`config.mk`:
```
export PLATFORM = sky130hd
export DESIGN_NAME = ripple_count_sampler_flat
export DESIGN_NICKNAME = d
export VERILOG_FILES = /design/src/rtl/ripple_count_sampler_if.sv /design/src/rtl/ripple_count_sampler.sv /design/src/flat_wrapper.sv
export SDC_FILE = /design/constraint.sdc
export NUM_CORES = 1
export LEC_CHECK = 0
export BUFFER_PORTS_ARGS = -buffer_cell sky130_fd_sc_hd__buf_2
export CAP_MARGIN = 0
export CORE_MARGIN = 5
export CORE_UTILIZATION = 58
export DETAILED_ROUTE_END_ITERATION = 12
export PLACE_DENSITY = 0.93
export SETUP_SLACK_MARGIN = 0.3
export SYNTH_ARGS = -nofsm -noshare
export SYNTH_HDL_FRONTEND = slang
export SYNTH_SLANG_ARGS = --single-unit
```
`constraint.sdc`:
```
create_clock -name clk -period 5.4 [get_ports clk]
set_clock_uncertainty 0.2 [all_clocks]
set_input_delay 0.27 -clock clk [delete_from_list [all_inputs] [get_ports clk]]
set_output_delay 0.27 -clock clk [all_outputs]
set_load 0.1 [all_outputs]
```
`src/rtl/ripple_count_sampler_if.sv`:
```
// Signal bundle between a ripple-counter sampler and its host: raw counter
// input, match/ack controls, and the sampled count/status outputs.
interface ripple_count_sampler_if;
  logic [3:0] q_in;
  logic [3:0] match_val;
  logic       match_en;
  logic       irq_ack;
  logic [7:0] count_out;
  logic       count_valid;
  logic       match_irq;
  logic       skip_err;

  modport master (
    output q_in,
    output match_val,
    output match_en,
    output irq_ack,
    input  count_out,
    input  count_valid,
    input  match_irq,
    input  skip_err
  );

  modport slave (
    input  q_in,
    input  match_val,
    input  match_en,
    input  irq_ack,
    output count_out,
    output count_valid,
    output match_irq,
    output skip_err
  );
endinterface

```
`src/rtl/ripple_count_sampler.sv`:
```
// Samples an asynchronous 4-bit ripple counter, accepts a value only after it
// has been stable for STABLE_CYCLES synchronised samples, and tracks wraps.
//
// state  | meaning
// IDLE   | synchronised sample equals the accepted value, nothing pending
// SETTLE | a new candidate is being qualified for stability
// ACCEPT | candidate qualified; commit it on the next edge
module ripple_count_sampler #(
  parameter int SYNC_STAGES   = 2,
  parameter int STABLE_CYCLES = 2
) (
  input  logic                      clk,
  input  logic                      rst,
  ripple_count_sampler_if.slave     bus
);

  typedef enum logic [1:0] {
    IDLE   = 2'd0,
    SETTLE = 2'd1,
    ACCEPT = 2'd2
  } state_t;

  localparam logic [3:0] STABLE_TC = 4'(STABLE_CYCLES);

  state_t     state_q;
  logic [3:0] sync_q [SYNC_STAGES];
  logic [3:0] cand_q;
  logic [3:0] stable_q;
  logic [3:0] wrap_q;
  logic [2:0] stab_cnt_q;
  logic       count_valid_q;
  logic       match_irq_q;
  logic       skip_err_q;

  logic [3:0] samp;
  logic [3:0] stab_cnt_d;
  logic [3:0] stable_inc;
  logic       step_ok;
  logic       wrap_step;
  logic       match_hit;

  assign samp       = sync_q[SYNC_STAGES-1];
  assign stab_cnt_d = {1'b0, stab_cnt_q} + 4'd1;
  assign stable_inc = stable_q + 4'd1;
  assign step_ok    = (cand_q == stable_inc);
  assign wrap_step  = step_ok && (stable_q == 4'hF);
  assign match_hit  = bus.match_en && (cand_q == bus.match_val);

  always_ff @(posedge clk or posedge rst) begin
    if (rst) begin
      for (int i = 0; i < SYNC_STAGES; i++) begin
        sync_q[i] <= 4'd0;
      end
      state_q       <= IDLE;
      cand_q        <= 4'd0;
      stable_q      <= 4'd0;
      wrap_q        <= 4'd0;
      stab_cnt_q    <= 3'd0;
      count_valid_q <= 1'b0;
      match_irq_q   <= 1'b0;
      skip_err_q    <= 1'b0;
    end else begin
      sync_q[0] <= bus.q_in;
      for (int i = 1; i < SYNC_STAGES; i++) begin
        sync_q[i] <= sync_q[i-1];
      end

      count_valid_q <= 1'b0;
      if (bus.irq_ack) begin
        match_irq_q <= 1'b0;
      end

      case (state_q)
        IDLE: begin
          if (samp != stable_q) begin
            cand_q     <= samp;
            stab_cnt_q <= 3'd1;
            state_q    <= SETTLE;
          end
        end

        SETTLE: begin
          if (samp == cand_q) begin
            stab_cnt_q <= stab_cnt_d[2:0];
            if (stab_cnt_d >= STABLE_TC) begin
              state_q <= ACCEPT;
            end
          end else if (samp == stable_q) begin
            // Counter fell back to the accepted value: the candidate was a glitch.
            state_q <= IDLE;
          end else begin
            cand_q     <= samp;
            stab_cnt_q <= 3'd1;
          end
        end

        ACCEPT: begin
          stable_q      <= cand_q;
          count_valid_q <= 1'b1;
          if (wrap_step) begin
            wrap_q <= wrap_q + 4'd1;
          end
          if (!step_ok) begin
            skip_err_q <= 1'b1;
          end
          // Set takes priority over a same-cycle acknowledge.
          if (match_hit) begin
            match_irq_q <= 1'b1;
          end
          state_q <= IDLE;
        end

        default: begin
          state_q <= IDLE;
        end
      endcase
    end
  end

  assign bus.count_out   = {wrap_q, stable_q};
  assign bus.count_valid = count_valid_q;
  assign bus.match_irq   = match_irq_q;
  assign bus.skip_err    = skip_err_q;

endmodule

```
`src/flat_wrapper.sv`:
```
// flat-port wrapper written by rule: the top's interface ports become plain ports
module ripple_count_sampler_flat 
#(
  parameter int SYNC_STAGES   = 2,
  parameter int STABLE_CYCLES = 2
)
  (clk, rst, bus_q_in, bus_match_val, bus_match_en, bus_irq_ack, bus_count_out, bus_count_valid, bus_match_irq, bus_skip_err);
  ripple_count_sampler_if bus_i ();
  input  logic clk;
  input  logic rst;
  input wire logic [$bits(bus_i.q_in)-1:0] bus_q_in;
  input wire logic [$bits(bus_i.match_val)-1:0] bus_match_val;
  input wire logic [$bits(bus_i.match_en)-1:0] bus_match_en;
  input wire logic [$bits(bus_i.irq_ack)-1:0] bus_irq_ack;
  output wire logic [$bits(bus_i.count_out)-1:0] bus_count_out;
  output wire logic [$bits(bus_i.count_valid)-1:0] bus_count_valid;
  output wire logic [$bits(bus_i.match_irq)-1:0] bus_match_irq;
  output wire logic [$bits(bus_i.skip_err)-1:0] bus_skip_err;
  assign bus_i.q_in = bus_q_in;
  assign bus_i.match_val = bus_match_val;
  assign bus_i.match_en = bus_match_en;
  assign bus_i.irq_ack = bus_irq_ack;
  assign bus_count_out = bus_i.count_out;
  assign bus_count_valid = bus_i.count_valid;
  assign bus_match_irq = bus_i.match_irq;
  assign bus_skip_err = bus_i.skip_err;
  ripple_count_sampler #(.SYNC_STAGES(SYNC_STAGES), .STABLE_CYCLES(STABLE_CYCLES)) u_core (.clk(clk), .rst(rst), .bus(bus_i));
endmodule
```
[Word level (Yosys, flattened, before mapping)]
Index checks and enable logic that the tools add are counted.
Cells by class
  add/subtract/negate cells: 3
  multipliers: 0
  divide/modulo/power cells: 0
  magnitude comparators: 1
  equality and inequality tests: 14
  shifts and indexed selects: 0
  muxes and demuxes: 17
  bitwise gates (word level): 1
  reduce and logical (&&, ||, !) cells: 9
Operators with widths (number)
  $eq A4 B4 Y1: 4
  $mux W4: 3
  $mux W3: 3
  $add A4 B1 Y4 const B: 2
  $mux W2: 4
  $pmux W4 S2: 1
  $pmux W3 S2: 1
  $reduce_and A3 Y1: 2
  $add A3 B1 Y4 const B: 1
  $eq A4 B4 Y1 const B: 1
  $ge A4 B2 Y1 const B: 1
  $mux W1: 4
  $ne A2 B2 Y1 const B: 2
  $ne A4 B4 Y1: 1
  $pmux W2 S2: 1
  $reduce_and A2 Y1: 2
  $reduce_and A4 Y1: 1
  $ne A3 B1 Y1 const B: 1
  $ne A3 B2 Y1 const B: 1
  $ne A3 B3 Y1 const B: 1
  $eq A2 B1 Y1 const B: 1
  $eq A2 B2 Y1 const B: 1
  $logic_and A1 B1 Y1: 2
  $logic_not A2 Y1: 1
  3 further kinds: 3
Storage, ports and cells
  register bits after elaboration: 28
  latch bits: 0
  RAM bits: 0
  ROM bits: 0
  bits of input ports: 12
  output and inout port bits: 11
  logic and storage cells: 55
  memories kept: 0

[Depth between registers and ports, before layout]
  word-level depth: 5
  mapped depth: 5
  mapped depth without buffers: 5

[Worst setup path before layout]
No wires, ideal clock.
  path type: reg2reg
  from: register u_core.stable_q[0]
  to: register u_core.wrap_q[1]
  setup time: 0.126 ns
  data arrival time: 2.210 ns
  data required time: 5.074 ns
  setup slack: 2.864 ns
  cell stages (with the launch flop): 6
  path buffers: 0
  clock period less this slack: 2.536 ns
  cells stage by stage: dfrtp_1 > ha_1 > xor2_1 > nor4_2 > nand2_1 > mux2_2
Between the ends
  word-level cells in the longest chain between the ends: 4
  elaborated cells between the ends (all ways): 5
  those cells by class: 1 x add/sub; 2 x eq/ne; 2 x reduce/logical
Ends and longest elaborated chain
  start: declaration: RTL line ripple_count_sampler.sv:28  | logic [3:0] stable_q;
  start signal: assignment: RTL line ripple_count_sampler.sv:98  | stable_q <= cand_q;
  $add A4 B1 Y4: RTL line ripple_count_sampler.sv:44  | assign stable_inc = stable_q + 4'd1;
  $eq A4 B4 Y1: RTL line ripple_count_sampler.sv:45  | assign step_ok = (cand_q == stable_inc);
  $logic_and A1 B1 Y1 (*): RTL line ripple_count_sampler.sv:46  | assign wrap_step = step_ok && (stable_q == 4'hF);
  $reduce_and A2 Y1 (no line) (*)
  end signal: assignment: RTL line ripple_count_sampler.sv:101  | wrap_q <= wrap_q + 4'd1;
  end: declaration: RTL line ripple_count_sampler.sv:29  | logic [3:0] wrap_q;
Mark *: on every way between the ends. The rest lies on a longest branch, timed or not.
A chain may end at the register's enable or synchronous reset.

[Worst setup path in the final report]
Same ends and word-level chain as after synthesis.

==> results.toml <==
[clock_tree]
clk_latency_ns = 0.32
cts_tree = "yes"
max-clock-path-buffers = 2
numClockSinks = 28
cts_buffers = 3
cts_resized = 0
cts_root_buf = "clkbuf_4"
clkTransAtPathRegs_ns = 0.14
cts-htree-levels = 1
cts_hold_buf = 6
cts_setup_buffers = 0

[timing]
fmax_mhz = 476
setup_viol_count_final = 0
fin_hold_ws_ns = -0.0389
max_slew.worst_pin.slew_ns = 1.01
rsz0062_at_grt = "false"
finalHoldViolations = 28
setup_tns_ns = 0
relSlewSlack_pct = 32.7
final.min_clock_period_ns = 2.10
period_share_pct = 38.9
slew_viol_final = 0

[detailed_routing]
routed_wl_um = 2240
wire_per_inst_um = 13.3
vias_per_cell = 5.22
drc = 0
highest_layer = "met4"
dr_wl_met3_um = 173
wirelength_met1_um = 964
routed-via-count = 883
first_pass_iters = 4
drt_iter0_drc = 10
dr_wl_met2_um = 1100
ant_nets = 0

[place]
port_buffers = 22
gp_congestion = 0.873
hpwl_um = 1690

[worst_setup_path]
path_class = "reg2reg"
cp_slowest_stage_delay_ns = 0.49
crit_chain = "ha_1 > xor2_1 > nor4_2 > nand2_1 > mux2_2"
cp_slowest_cell = "dfrtp_1"
worstPathMaxFanout = 6
cp.required_ns = 5.43
crit-reg2reg-launch = "u_core.stable_q[0]"
rr_endpoint = "u_core.wrap_q[1]"
critPathCaptureType = "register"
setup.worst_path.start_class = "register"
critPathBufInv = 0
cpLargestDelayFamily = "flip-flops"
rrSetupSlack_ns = 3.30
cp.arrival_ns = 2.13
worstRegToRegCells = 5

[power_and_ir_drop]
p_per_area_nw_per_um2 = 485
p_leak_nw = 0.738
ir_drop_uv = 331

[floorplan]
die_area_um2 = 3330
rows = 17
start_util_pct = 60.2
core_area_um2 = 2190
die_w_um = 57.7
io_pins = 23
die_h_um = 57.7

[run_status]
violations = "hold timing"
outcome = "complete, but fails checks"

[synthesis]
synth_top_family_by_area = "XOR/XNOR gates"
synth_edf_count = 0
async_flop_share_pct = 100
synth_area_um2 = 1320
synthXorXnorAreaFrac_pct = 13.9
yosysSeqAreaShare_pct = 53.1
synthAdderAreaFrac_pct = 3.80
ys_ff_latch = 28
yosys.area_share.simple_pct = 13.8
synth.area.mux_share_pct = 5.88
ys_types = 31
yosys_warnings = 0
avgSynthCellArea_um2 = 11.8
synthesis.instances = 112
synth_flop_cell = "dfrtp_1"
syn_nets = 128
synth_compound_area_share_pct = 6.74

[global_routing]
grt_max_degree = 29
first_global_vias = 921
overflow = 0
grt_use_total_pct = 15.0
antenna_found_initial = 0
grt_pass1_wl_um = 3970

[cells_and_area]
fin_nets = 158
layout_commonest_cell = "dfrtp_1"
drive_gt1_share_pct = 25.5
antenna_cells = 0
final_cell_mix = "28 x dfrtp_1, 22 x buf_2, 19 x xnor2_1, 13 x nand2_1"
synthToLayoutAreaGrowth_pct = 17.3

[hold_path]
hold_path.class = "in2async"

[flow_run]
maxCapViolations = 0
power breakdown:
group | switching [W] | internal [W]
combinational | 0.000239 | 0.000113
clock | 0.0000586 | 0.0000412
sequential | 0.0000533 | 0.000245
cells by family after synthesis:
logic type               Yosys count
buffers and inverters              9
XOR/XNOR                          21
AND/OR/NAND/NOR                   35
flip-flops                        28
AO/OA/AOI/OAI                      8
multiplexers                       7
adder cells (fa/ha/maj)            4
area by class of cell:
| type | instances | area [µm²] |
|---|---|---|
| fillers | 174 | 644 |
| clock buffers | 4 | 36.3 |
| well taps | 28 | 35.0 |
| inverters | 6 | 22.5 |
| multi-input cells | 75 | 582 |
| flip-flops and latches | 28 | 701 |
| repair buffers | 28 | 170 |
stage by stage:
step | util [%] | total power, W | instance area (µm²) | worst slack [ns] | instances
2_1_floorplan | - | 0.000594 | 1320 | 2.86 | 112
3_3_place_gp | 66.2 | 0.000639 | 1450 | 3.46 | 159
3_5_place_dp | 66.2 | 0.000655 | 1450 | 3.32 | 159
4_1_cts | 70.6 | 0.000757 | 1550 | 3.29 | 169
5_1_grt | 70.6 | 0.000796 | 1550 | 3.20 | 169
6_report | 70.6 | 0.000750 | 1550 | 3.30 | 169
per-layer routing:
| layer | up-vias | track usage [%] |
|---|---|---|
| li1 | 430 | - |
| met1 | 423 | 17.7 |
| met2 | 28 | 27.3 |
| met3 | 2 | 3.34 |
| met4 | 0 | 3.97 |
| met5 | - | 0 |
worst register-to-register path: stages, from the launching register on:
cell     delay, ns
dfrtp_1       0.49
ha_1          0.35
xor2_1        0.18
nor4_2        0.34
nand2_1       0.15
mux2_2        0.30
synth_stat cells (all sizes together), types with 2 or more instances:
master / count / area share (%)
xor2: 2 / 1.3
xnor2: 19 / 13
mux2: 6 / 5.1
nand3: 6 / 2.3
nand2: 13 / 3.7
nor4: 2 / 1.4
dfrtp: 28 / 53
inv: 6 / 1.7
or2: 2 / 0.95
buf: 2 / 0.76
ha: 4 / 3.8
nand2b: 2 / 0.95
nor2: 4 / 1.1
registers in the layout (all words and copies together), names as in the netlist, 2 cells and up:
register and cells:
u_core.cand_q 4, u_core.samp 4, u_core.stable_q 4, u_core.sync_q 4, u_core.wrap_q 4, u_core.stab_cnt_q 3
u_core.state_q 2
how the worst max path moves through the flow:
stage | cells after the start | to | slack, ns | from
floorplan | 5 | u_core.wrap_q[1] | 2.86 | u_core.stable_q[0]
global placement | 5 | u_core.wrap_q[1] | 3.46 | u_core.stable_q[0]
detailed placement | 5 | u_core.wrap_q[1] | 3.32 | u_core.stable_q[0]
CTS | 5 | u_core.wrap_q[1] | 3.29 | u_core.stable_q[0]
global route | 5 | u_core.wrap_q[1] | 3.20 | u_core.stable_q[0]
finish | 5 | u_core.wrap_q[1] | 3.30 | u_core.stable_q[0]
Power figures use the tool's default switching activity.
